### config.mk
export PLATFORM = sky130hd
export DESIGN_NAME = alu_seq
export DESIGN_NICKNAME = d
export VERILOG_FILES = /design/src/rtl/alu_seq.sv
export SDC_FILE = /design/constraint.sdc
export NUM_CORES = 1
export LEC_CHECK = 0
export ABC_AREA = 1
export CAP_MARGIN = 20
export CELL_PAD_IN_SITES_DETAIL_PLACEMENT = 0
export CELL_PAD_IN_SITES_GLOBAL_PLACEMENT = 2
export CORE_AREA = 2 2 217 219
export CTS_BUF_LIST = sky130_fd_sc_hd__clkbuf_2 sky130_fd_sc_hd__clkbuf_4 sky130_fd_sc_hd__clkbuf_8
export CTS_CLUSTER_SIZE = 8
export DETAILED_ROUTE_END_ITERATION = 8
export DIE_AREA = 0 0 219 221
export PLACE_DENSITY = 0.81
export SYNTH_ARGS = -nofsm -noshare
export SYNTH_HDL_FRONTEND = slang
export SYNTH_SLANG_ARGS = --single-unit
### constraint.sdc
create_clock -name clk -period 2.1 [get_ports clk]
set_input_delay 0.42 -clock clk [delete_from_list [all_inputs] [get_ports clk]]
set_output_delay 0.42 -clock clk [all_outputs]
set_load 0.01 [all_outputs]
### src/rtl/alu_seq.sv
// alu_seq -- multi-cycle unsigned MUL / DIVU / REMU sequencer driving one
// shared ALU. It owns the ALU cmd/operands while iterating and drives a
// neutral AND 0,0 command whenever it is idle or holding a result.
//
// Optional feature macro: ALU_SEQ_EARLY_EXIT_EN
//   When defined, a multiply finishes as soon as the remaining multiplier
//   bits are all zero instead of always running ITERS iterations.
//
// Ports:
//   clk, rst           clock, synchronous active-high reset
//   req_valid/ready    request handshake (ready only while IDLE)
//   req_op             00 MUL low word, 01 DIVU, 10 REMU, 11 reserved
//   req_a, req_b       multiplicand/dividend, multiplier/divisor
//   resp_valid/ready   response handshake
//   resp_data          result, stable while resp_valid is high
//   alu_cmd/a/b        command and operands to the shared ALU
//   alu_out            result from the shared ALU
//   busy               high while iterating (MUL or DIV state)

package alu_seq_pkg;
  typedef logic [31:0] op_t;

  typedef enum logic [1:0] {
    ALU_ADD = 2'd0,
    ALU_SUB = 2'd1,
    ALU_AND = 2'd2,
    ALU_OR  = 2'd3
  } alu_cmd_t;

  localparam logic [1:0] OP_MUL  = 2'b00;
  localparam logic [1:0] OP_DIVU = 2'b01;
  localparam logic [1:0] OP_REMU = 2'b10;
endpackage

module alu_seq
  import alu_seq_pkg::*;
#(
  parameter int ITERS = 32
) (
  input  logic     clk,
  input  logic     rst,
  input  logic     req_valid,
  output logic     req_ready,
  input  logic [1:0] req_op,
  input  op_t      req_a,
  input  op_t      req_b,
  output logic     resp_valid,
  input  logic     resp_ready,
  output op_t      resp_data,
  output alu_cmd_t alu_cmd,
  output op_t      alu_a,
  output op_t      alu_b,
  input  op_t      alu_out,
  output logic     busy
);

  localparam int CW = $clog2(ITERS) + 1;
  localparam logic [CW-1:0] LAST = CW'(ITERS - 1);

  typedef enum logic [1:0] {
    S_IDLE = 2'd0,
    S_MUL  = 2'd1,
    S_DIV  = 2'd2,
    S_DONE = 2'd3
  } state_t;

  state_t state, state_next;

  op_t           acc;
  op_t           mcand;
  op_t           mplier;
  op_t           rem;
  op_t           dvd;
  op_t           divisor;
  op_t           quo;
  logic [CW-1:0] cnt;
  logic          op_rem;

  logic [32:0] trial;
  logic        trial_ge;
  op_t         acc_next;
  op_t         rem_next;
  op_t         quo_next;
  op_t         mplier_shift;
  logic        last_iter;
  logic        mul_exit;

  // Restoring division: bring the next dividend bit into the partial
  // remainder. The compare is 33 bits wide because the shifted remainder can
  // exceed 32 bits; when it does, the ALU's 32-bit difference is still exact.
  assign trial     = {rem, dvd[31]};
  assign trial_ge  = (trial >= {1'b0, divisor});
  assign rem_next  = trial_ge ? alu_out : trial[31:0];
  assign quo_next  = {quo[30:0], trial_ge};

  // Shift-add multiply: the ALU sum is only kept when the current
  // multiplier bit is set.
  assign acc_next     = mplier[0] ? alu_out : acc;
  assign mplier_shift = mplier >> 1;
  assign last_iter    = (cnt == LAST);

`ifdef ALU_SEQ_EARLY_EXIT_EN
  // No set bits left means further iterations would only add zero.
  assign mul_exit = last_iter || (mplier_shift == '0);
`else
  assign mul_exit = last_iter;
`endif

  assign req_ready  = (state == S_IDLE);
  assign resp_valid = (state == S_DONE);
  assign busy       = (state == S_MUL) || (state == S_DIV);

  // Next-state selection and ALU drive. The ALU sees a neutral AND 0,0
  // unless an iteration is in flight.
  always_comb begin
    state_next = state;
    alu_cmd    = ALU_AND;
    alu_a      = '0;
    alu_b      = '0;
    case (state)
      S_IDLE: begin
        if (req_valid) begin
          case (req_op)
            OP_MUL:  state_next = S_MUL;
            OP_DIVU,
            OP_REMU: state_next = (req_b == '0) ? S_DONE : S_DIV;
            default: state_next = S_DONE;
          endcase
        end
      end
      S_MUL: begin
        alu_cmd = ALU_ADD;
        alu_a   = acc;
        alu_b   = mcand;
        if (mul_exit) state_next = S_DONE;
      end
      S_DIV: begin
        alu_cmd = ALU_SUB;
        alu_a   = trial[31:0];
        alu_b   = divisor;
        if (last_iter) state_next = S_DONE;
      end
      S_DONE: begin
        if (resp_ready) state_next = S_IDLE;
      end
      default: state_next = S_IDLE;
    endcase
  end

  // Datapath registers. Operands are captured only at accept; the result
  // register is written on the cycle that enters DONE and then held until
  // the response is taken.
  always_ff @(posedge clk) begin
    if (rst) begin
      state     <= S_IDLE;
      acc       <= '0;
      mcand     <= '0;
      mplier    <= '0;
      rem       <= '0;
      dvd       <= '0;
      divisor   <= '0;
      quo       <= '0;
      cnt       <= '0;
      op_rem    <= 1'b0;
      resp_data <= '0;
    end else begin
      state <= state_next;
      case (state)
        S_IDLE: begin
          if (req_valid) begin
            acc     <= '0;
            rem     <= '0;
            quo     <= '0;
            cnt     <= '0;
            mcand   <= req_a;
            mplier  <= req_b;
            dvd     <= req_a;
            divisor <= req_b;
            op_rem  <= (req_op == OP_REMU);
            // Zero-divisor and reserved ops complete without iterating.
            case (req_op)
              OP_MUL:  ;
              OP_DIVU: if (req_b == '0) resp_data <= '1;
              OP_REMU: if (req_b == '0) resp_data <= req_a;
              default: resp_data <= '0;
            endcase
          end
        end
        S_MUL: begin
          acc    <= acc_next;
          mcand  <= mcand << 1;
          mplier <= mplier_shift;
          cnt    <= cnt + 1'b1;
          if (mul_exit) resp_data <= acc_next;
        end
        S_DIV: begin
          rem <= rem_next;
          quo <= quo_next;
          dvd <= dvd << 1;
          cnt <= cnt + 1'b1;
          if (last_iter) resp_data <= op_rem ? rem_next : quo_next;
        end
        default: ;
      endcase
    end
  end

endmodule

---- Yosys cells after proc, flatten, opt, wreduce, memory -nomap -nowiden ----
Cells that the tools add are included.
cells by class
  $add $sub $neg .......................... 1
  order comparisons ....................... 1
  eq/ne operators ......................... 14
  multiplexer cells ....................... 30
  reductions and logical operators ........ 16
operators by type and width
  kind                   count
  $pmux W32 S2           7
  $mux W32               11
  $pmux W32 S3           2
  $pmux W31 S2           1
  $ge A33 B32 Y1         1
  $logic_not A32 Y1      1
  $pmux W6 S2            1
  $ne A2 B2 Y1 const B   4
  $pmux W2 S2            2
  $reduce_and A2 Y1      4
  $reduce_and A7 Y1      1
  $add A6 B1 Y6 const B  1
  $eq A2 B2 Y1 const B   3
  $eq A6 B5 Y1 const B   1
  $mux W2                3
  $mux W6                1
  $ne A3 B3 Y1 const B   2
  $pmux W2 S3            1
  $reduce_bool A2 Y1     3
  $eq A2 B1 Y1 const B   2
  $logic_not A2 Y1       2
  $ne A2 B1 Y1 const B   2
  $reduce_or A2 Y1       2
  $reduce_and A3 Y1      1
  3 further kinds        3
word-level totals
  register bits ........................... 264
  bits of input ports ..................... 102
  output and inout port bits .............. 101

---- Longest topological paths before layout ----
Gate-level depths: netlist of run 1.
  word-level depth ........................ 5
  mapped depth ............................ 19
  mapped depth without buffers ............ 18

---- Worst setup path before layout of run 1 ----
Ideal clock, no wire load.
  kind .................................... register to output
  start ................................... register state[0]
  end ..................................... output alu_a[0]
  data arrival time ....................... 1722 ps
  setup slack ............................. -42 ps
  stages on the path, launching flop included .. 8
  path buffers ............................ 3
  cells stage by stage .................... dfxtp_1 > inv_1 > ha_1 > buf_2 > inv_1 > clkbuf_1 > buf_1 > a21oi_1
on the way
  longest elaborated chain between the ends .. 2
RTL lines
  what                                          line  source
  start: declaration                            67    state_t state, state_next;
  start signal: assignment                      167   state <= state_next;
  $eq A2 B2 Y1 or $eq A2 B1 Y1 (tied branches)  120   case (state)
  $pmux W32 S2 (*)                              120
  end: declaration                              51    output op_t alu_a,
Every way passes the cells marked *; elsewhere a longest branch is shown, timed or not.

---- Worst setup path after layout of run 1 ----
  start ................................... register state[1]
  end ..................................... output alu_a[25]
Same word-level chain as after synthesis.

==> results.toml, run 1 <==
[status]
status = "finished, violations left"
violations = "negative setup slack"

[floorplanning]
dieArea_um2 = 48400
start_util = 0.306
die_w_um = 219
num_rows = 79
pin_count = 203
die_h_um = 221
core_area_um2 = 46100

[sta]
clock.fmax_mhz = 399
rsz0062_at_grt = "true"
relSlewSlack = 0.352
finalCritPeriodShare = 1.19
whs_ps = 362
drv_slew = 0
timing.final.ws_setup_ps = -405
fin_crit_ps = 2510
fin_skew_ps = 27.6
hold_viol = 0
max_slew.worst_pin.slew_ps = 972
finalSetupTns_ps = -31820
setup_viol = 234

[route]
routed_wl_mm = 71.7
post_drt_wl_per_cell_um = 21.8
drt_iter0_markers = 1439
via_per_inst = 5.26
vias = 17300
drc = 0
first_pass_iters = 5
postRouteAntennaNets = 0

[logic_synthesis]
async_flop_share = 0
syn_inst = 2152
synth_top_family_by_area = "simple AND/OR/NAND/NOR gates"
synth_area_leader_cell = "dfxtp_1"
synth_compound_area_frac = 0.206
muxShareOfSynthArea = 0
synthTopCellsByCount = "665 x nand2_1, 264 x dfxtp_1, 249 x nor2_1"
ys_warn_count = 0
yosysTopAreaCellShare = 0.375
ys_types = 37
synth_fa_ha_area_frac = 0.0382
syn_nets = 2297
synth_xor_area_frac = 0
ys.flop_type = "dfxtp_1"
synth_edf_count = 0
yosys.area_share.simple = 0.305
yosysSeqAreaShare = 0.375
yosysMostFrequentCell = "nand2_1"
synth-seq-cells = 264
syn_area_um2 = 14100
synthTopCellsByArea = "dfxtp_1 38%, nand2_1 18%, a21oi_1 7.9%"
syn_area_per_cell_um2 = 6.55

[critical_path]
cp-startpoint = "state[1]$_SDFFE_PP0P_"
cpLargestDelayFamily = "buffers and inverters"
crit_chain = "inv_4 -> ha_4 -> clkinv_8 -> buf_12 -> buf_16 -> a21oi_2 -> buf_4 -> buf_6"
critPathBufInv = 6
critPathKind = "flip-flop to output port"
cp.required_ps = 1680
cpPeakStageDelay_ps = 350
cp_data_arrival_time_ps = 2090
startpoint_type = "flip-flop"
crit_path_end_kind = "output port"
crit_fanout = 5
timing.rr.start = "state[1]$_SDFFE_PP0P_"
crit_slowest_cell = "dfxtp_2"

[pwr]
ir_worst_vdd_v = 0.000682
p_leak_nw = 10.5
p_per_area_nw_per_um2 = 1440

[clock_network]
cts_tree = "done"
cts.path.max_buffers = 3
cts_buffers = 49
clk_pin_slew_ps = 60
cts.hold.buffers_added = 0
htree_levels = 2
cts.root.buffer_cell = "clkbuf_8"
clkSinkCount = 264
clk_latency_ps = 640

[grt]
grt_pass1_wl_mm = 92.9
grt_max_degree = 79
grtUsageTotal = 0.250
antenna_found_initial = 1
gr-total-overflow = 0
grt_pass1_vias = 15600

[finish]
drive_above_1_share = 0.432
syn2layout_area_growth_pct = 74.1
fillers = 4351
nets = 2783

[min_path]
hold_path.class = "input pin to flip-flop"
hold_start = "rst"

[placement]
dp_hpwl_mm = 42.5
globalplace.congestion = 0.844
io_buffers = 202

[flow_run]
maxCapViolations = 0
==> stage by stage <==
| step | utilization | area [µm²] | total power, mW | setup WS [ps] | instances |
|---|---|---|---|---|---|
| 2_1_floorplan | - | 14100 | 13.9 | 11.6 | 2152 |
| 3_3_place_gp | 0.404 | 18600 | 19.9 | -504 | 3058 |
| 3_5_place_dp | 0.404 | 18600 | 20.0 | -495 | 3058 |
| 4_1_cts | 0.459 | 21100 | 28.4 | -469 | 3194 |
| 5_1_grt | 0.533 | 24500 | 36.9 | -463 | 3284 |
| 6_report | 0.533 | 24500 | 35.4 | -405 | 3284 |
==> kinds of logic (layout without fill, tap and decap cells) <==
group | Yosys count | in the layout
fa+ha+maj | 43 | 43
other cells | 0 | 1
simple gates | 1046 | 1046
flops | 264 | 264
buf+inv | 261 | 785
compound gates | 538 | 538
==> report_power, final <==
part / switching [mW] / internal [mW] / leakage, nW / total (mW)
clock network: 2.43 / 3.06 / 0.574 / 5.49
logic: 12.3 / 10.2 / 7.72 / 22.5
registers: 1.00 / 6.42 / 2.19 / 7.42
==> worst paths after layout <==
kind | to | slack, ps | cells after the start
worst min-delay path | acc[25]$_SDFFE_PP0P_ | 360 | 5
worst max register to register | resp_data[24]$_SDFFE_PP0P_ | -190 | 14
worst min register to register | dvd[3]$_SDFFE_PP0P_ | 450 | 2
worst max-delay path | alu_a[25] | -410 | 8
==> registers in the layout (all words and copies together) (netlist names) <==
name       flops
acc           32
cnt            6
divisor       32
dvd           32
mcand         32
mplier        32
op_rem         1
quo           31
rem           32
resp_data     32
state          2
==> cell usage in the layout (no fill, tap or decap), types with 6 or more instances in the layout <==
cell type,n
a21oi_2,104
buf_6,72
nand2_1,464
clkbuf_16,36
clkbuf_4,17
o21ai_1,37
clkdlybuf4s50_1,133
inv_1,61
nand2_2,134
a21oi_1,119
nor2_2,25
a21oi_4,21
buf_12,58
dfxtp_2,47
ha_4,29
buf_2,45
o21ai_2,30
buf_8,12
o21ai_0,126
dfxtp_1,217
inv_4,7
clkbuf_8,65
nand2_8,6
nor2_1,212
ha_1,13
buf_4,228
inv_2,28
nand2_4,96
nand3_2,36
clkinv_2,6
nor2_4,15
a31oi_1,85
buf_16,10
nand3_4,8
nand3_1,32
a31oi_4,6
==> area by class of cell <==
| cell class | count | area, µm² | area share |
|---|---|---|---|
| Multi-Input combinational cell | 1627 | 10300 | 0.420 |
| Timing Repair Buffer | 596 | 6640 | 0.271 |
| Sequential cell | 264 | 5340 | 0.218 |
| Clock buffer | 82 | 1020 | 0.0417 |
| Tap cell | 607 | 759 | 0.0310 |
| Inverter | 100 | 433 | 0.0176 |
| Clock inverter | 7 | 38.8 | 0.00158 |
| Antenna cell | 1 | 2.50 | 0.000102 |
==> layer usage <==
layer | vias to the layer above | track usage | wire [µm] | part of all wire
met5 | - | 0 | 0 | 0
met4 | 0 | 0.125 | 3160 | 0.044
met3 | 156 | 0.0421 | 4440 | 0.062
met2 | 671 | 0.391 | 33400 | 0.47
met1 | 8388 | 0.331 | 30700 | 0.43
li1 | 8072 | - | - | -
==> repair_timing <==
item	in CTS	in global routing
cloned	13	50
buffers inserted	35	51
pin swaps	51	149
resized for setup	572	583
setup endpoints to repair	128	257
==> worst reg2reg max path, stage by stage (launching register included) <==
cell	delay, ps
dfxtp_2	350
inv_4	50
buf_6	120
ha_4	200
buf_12	160
buf_6	130
buf_8	120
clkinv_8	60
a21oi_4	50
nor3_4	300
nand2_8	190
clkbuf_16	270
nand2_4	60
nand2_1	40
a21oi_1	130
No activity file was read; power rests on OpenSTA's default activity.
==> run 2: changes to the inputs <==
Clock period 2.1 ns to 2.5 ns, I/O delays scaled along.
==> results.toml, run 2 (synthesized netlist as in run 1, its figures left out) <==
[clock_network]
cts.root.buffer_cell = "clkbuf_8"
cts.hold.buffers_added = 0
clk_latency_ps = 630
htree_levels = 2
cts_tree = "done"
clk_pin_slew_ps = 60
cts_buffers = 51
cts.path.max_buffers = 3
clkSinkCount = 264

[sta]
fin_skew_ps = 25.4
finalSetupTns_ps = -2080
fin_crit_ps = 2600
setup_viol = 40
whs_ps = 425
drv_slew = 0
max_slew.worst_pin.slew_ps = 858
timing.final.ws_setup_ps = -102
rsz0062_at_grt = "true"
hold_viol = 0
finalCritPeriodShare = 1.04
clock.fmax_mhz = 384
relSlewSlack = 0.428

[status]
status = "finished, violations left"
violations = "negative setup slack"

[critical_path]
startpoint_type = "flip-flop"
crit_path_end_kind = "output port"
cp.required_ps = 2000
r2r_end = "resp_data[9]$_SDFFE_PP0P_"
critPathKind = "flip-flop to output port"
r2r_cells = 17
timing.rr.start = "divisor[19]$_SDFFE_PP0P_"
ff2ff_setup_slack_ps = 130
crit_fanout = 9
cp_data_arrival_time_ps = 2100

[min_path]
hold_path.class = "input pin to flip-flop"
min_path_cells = 4
hold_start = "rst"
min_to = "state[0]$_SDFFE_PP0P_"

[finish]
final_cells = 3045
multi_input_area_um2 = 8640
syn2layout_area_growth_pct = 41.6
drive_above_1_share = 0.225
mostFrequentLayoutCells = "580 x nand2_1, 259 x dfxtp_1, 247 x nor2_1, 193 x o21ai_0, 163 x a21oi_1"
final_common_cell = "nand2_1"
final_cell_area_um2 = 20000
fillers = 4855
seqCellArea_um2 = 5290
nets = 2547
post-route-util = 0.433

[floorplanning]
start_util = 0.306
dieArea_um2 = 48400
die_w_um = 219
num_rows = 79
die_h_um = 221
core_area_um2 = 46100
pin_count = 203

[placement]
dp_hpwl_mm = 41.9
dpl.cell_count = 2904
pre_cts_ws_ps = 1.22
io_buffers = 202
placed_area_um2 = 17400
globalplace.congestion = 0.857

[grt]
gr-total-overflow = 0
grt_pass1_wl_mm = 92.3
grtUsageTotal = 0.249
antenna_found_initial = 1
grt_pass1_vias = 14700
grt_max_degree = 71

[flow_run]
maxCapViolations = 0

[route]
drt_iter0_markers = 1333
via_per_inst = 5.08
postRouteAntennaNets = 0
drc = 0
post_drt_wl_per_cell_um = 20.3
vias = 15500
routed_wl_mm = 61.8
first_pass_iters = 6

[pwr]
p_leak_nw = 8.50
p_per_area_nw_per_um2 = 1160
ir_worst_vdd_v = 0.000724
total_power_mw = 23.2
[run 2: cell types whose count changed in the layout (fill, tap and decap cells not counted), sizes merged]
cell,delta
clkdlybuf4s50,+1
clkbuf,-31
inv,+1
dlygate4sd2,+1
clkinvlp,+1
clkinv,-6
buf,-206
[run 2: report_power, final]
part | total (mW) | leakage [nW] | internal (mW) | switching [mW]
clock | 4.63 | 0.575 | 2.65 | 1.98
combinational | 12.4 | 5.75 | 4.77 | 7.64
sequential | 6.17 | 2.17 | 5.37 | 0.799
[run 2: per-layer routing]
layer,share of wire,GRT usage
met5,0,0
met3,0.052,0.0319
met4,0.029,0.0806
met1,0.46,0.343
met2,0.46,0.402
[run 2: worst max-delay path: stages, from the launching register on]
cell     delay [ps]
dfxtp_2         360
buf_4           140
ha_4            230
buf_6           190
buf_12          130
nand2_1          70
a21oi_2         180
buf_2           160
[run 2: final cells by class]
cell class	instances	area share
diodes	1	0.000125
clock buffers	85	0.0533
flip-flops and latches	264	0.265
repair buffers	358	0.190
clock inverters	3	0.000878
well taps	607	0.0381
inverters	100	0.0194
multi-input cells	1627	0.433
[run 2: what timing repair did]
action | 4_1_cts | 5_1_grt
setup endpoints to repair | 68 | 86
setup buffers | 33 | 11
gates resized for setup | 478 | 63
pin swaps | 56 | 39
gates cloned | 12 | 1
[run 2: worst max path at each step]
stage	startpoint	to	slack (ps)
after floorplan	state[0]$_SDFFE_PP0P_	alu_a[0]	280
after global placement	req_b[7]	resp_data[7]$_SDFFE_PP0P_	20
after detailed placement	req_op[0]	resp_data[13]$_SDFFE_PP0P_	1
after CTS	state[1]$_SDFFE_PP0P_	alu_a[17]	-170
after global routing	state[1]$_SDFFE_PP0P_	alu_b[22]	-160
final	state[1]$_SDFFE_PP0P_	alu_b[25]	-100
==> run 3: changes to the inputs <==
Settings changed: GPL_ROUTABILITY_DRIVEN set to 1, PLACE_DENSITY 0.81 to 0.9.
==> results.toml, run 3 (synthesized netlist as in run 1, its figures left out) <==
[finish]
drive_above_1_share = 0.234
final_cell_area_um2 = 20100
final_common_cell = "nand2_1"
syn2layout_area_growth_pct = 42.8
fillers = 4786
nets = 2555
mostFrequentLayoutCells = "588 x nand2_1, 254 x dfxtp_1, 245 x nor2_1, 193 x o21ai_0, 157 x a21oi_1"

[sta]
hold_viol = 0
relSlewSlack = 0.446
timing.final.ws_setup_ps = -109
rsz0062_at_grt = "true"
finalCritPeriodShare = 1.04
finalSetupTns_ps = -1870
drv_slew = 0
fin_skew_ps = 31.1
clock.fmax_mhz = 383
max_slew.worst_pin.slew_ps = 831
fin_crit_ps = 2610
setup_viol = 36

[placement]
pre_cts_ws_ps = -94.1
io_buffers = 202
placed_area_um2 = 17400
globalplace.congestion = 0.857
dp_hpwl_mm = 40.8

[pwr]
p_per_area_nw_per_um2 = 1160
seqPwrFrac = 0.265
internal_power_mw = 12.8
share_comb_of_total_power = 0.533
p_leak_nw = 8.51
ir_worst_vdd_v = 0.000700
p_clk_frac = 0.202
p_sw_mw = 10.6
switching_share = 0.452

[floorplanning]
num_rows = 79
dieArea_um2 = 48400
core_area_um2 = 46100
die_h_um = 221
die_w_um = 219
start_util = 0.306
pin_count = 203

[clock_network]
cts_tree = "done"
cts.root.buffer_cell = "clkbuf_8"
clkSinkCount = 264
clk_pin_slew_ps = 60
clk_latency_ps = 640
htree_levels = 2
cts_buffers = 50
cts.path.max_buffers = 3

[critical_path]
critPathKind = "flip-flop to output port"
r2r_end = "resp_data[14]$_SDFFE_PP0P_"
cp_data_arrival_time_ps = 2110
critPathMostFrequentCell = "buf_6"
ff2ff_setup_slack_ps = 80
timing.rr.start = "divisor[28]$_SDFFE_PP0P_"
startpoint_type = "flip-flop"
cpPeakStageDelay_ps = 340
crit_slowest_cell = "dfxtp_2"
crit_chain = "inv_4 -> buf_6 -> ha_4 -> buf_6 -> buf_12 -> buf_4 -> nand2_2 -> a21oi_4 -> buf_6"
crit_path_end_kind = "output port"
cp.required_ps = 2000
r2r_cells = 17
crit_fanout = 7

[route]
postRouteAntennaNets = 0
post_drt_wl_per_cell_um = 19.9
drc = 0
vias = 15600
routed_wl_mm = 60.8
first_pass_iters = 6
drt_iter0_markers = 1375
via_per_inst = 5.11

[grt]
grt_pass1_vias = 14800
grt_max_degree = 97
grtUsageTotal = 0.242
grt_pass1_wl_mm = 89.6
antenna_found_initial = 0
gr-total-overflow = 0

[min_path]
min_path_cells = 4
min_to = "resp_data[27]$_SDFFE_PP0P_"
hold_start = "rst"
hold_path.class = "input pin to flip-flop"

[status]
status = "finished, violations left"
violations = "negative setup slack"

[flow_run]
maxCapViolations = 0
## run 3: cell types whose count changed in the layout (fill, tap and decap cells not counted), moves of 4 or more
| cell | delta |
|---|---|
| a21oi_1 | -6 |
| a21oi_2 | +4 |
| buf_2 | -4 |
| buf_4 | +15 |
| buf_6 | -6 |
| dfxtp_1 | -5 |
| dfxtp_2 | +4 |
| nand2_1 | +8 |
| nand2_2 | -8 |
## run 3: critical path, delay by kind of cell, from the launching register on
family | cells | cell delay (ps)
simple gates | 1 | 60
fa+ha+maj | 1 | 170
compound gates | 1 | 190
buf+inv | 6 | 720
flops | 1 | 340
## run 3: stage by stage
step	total power, mW	cells	utilization	hold slack (ps)
after CTS	22.7	3038	0.424	354
after detailed placement	15.8	2908	0.377	456
after floorplan	11.7	2152	-	440
after global placement	15.7	2908	0.377	451
final	23.4	3056	0.437	405
after global routing	24.7	3055	0.437	417
## run 3: how the worst max path moves through the flow
stage / start / to / slack [ps] / depth (start not counted)
after floorplan: state[0]$_SDFFE_PP0P_ / alu_a[0] / 280 / 7
after global placement: state[1]$_SDFFE_PP0P_ / alu_b[31] / -90 / 7
after detailed placement: state[1]$_SDFFE_PP0P_ / alu_b[31] / -90 / 7
after CTS: state[1]$_SDFFE_PP0P_ / alu_a[8] / -160 / 10
after global routing: state[0]$_SDFFE_PP0P_ / alu_a[6] / -150 / 9
final: state[0]$_SDFFE_PP0P_ / alu_a[18] / -110 / 9
## run 3: per-layer routing
metal | GRT usage | part of all wire
met1 | 0.327 | 0.44
met2 | 0.389 | 0.46
met3 | 0.0375 | 0.059
met4 | 0.0824 | 0.033
met5 | 0 | 0
## run 3: power groups by stage
| stage | clock (mW) | combinational [mW] | sequential [mW] |
|---|---|---|---|
| global route | 4.98 | 13.4 | 6.33 |
| global placement | 0 | 9.63 | 6.09 |
| finish | 4.73 | 12.5 | 6.19 |
| floorplan | 0 | 5.72 | 5.97 |
| CTS | 4.79 | 11.8 | 6.13 |
| detailed placement | 0 | 9.73 | 6.10 |
## run 3: cell type report
class | count | area, µm² | area share
Antenna cell | 1 | 2.50 | 0.000124
Clock buffer | 82 | 1020 | 0.0508
Clock inverter | 8 | 73.8 | 0.00367
Inverter | 100 | 393 | 0.0195
Multi-Input combinational cell | 1628 | 8710 | 0.433
Sequential cell | 264 | 5300 | 0.263
Tap cell | 607 | 759 | 0.0378
Timing Repair Buffer | 366 | 3860 | 0.192
## run 3: repair_timing
action | 4_1_cts | 5_1_grt
setup buffers | 29 | 15
gates resized for setup | 464 | 108
hold buffers | 0 | 0
gates cloned | 11 | 5
pin swaps | 58 | 45
endpoints found under the setup margin | 68 | 126
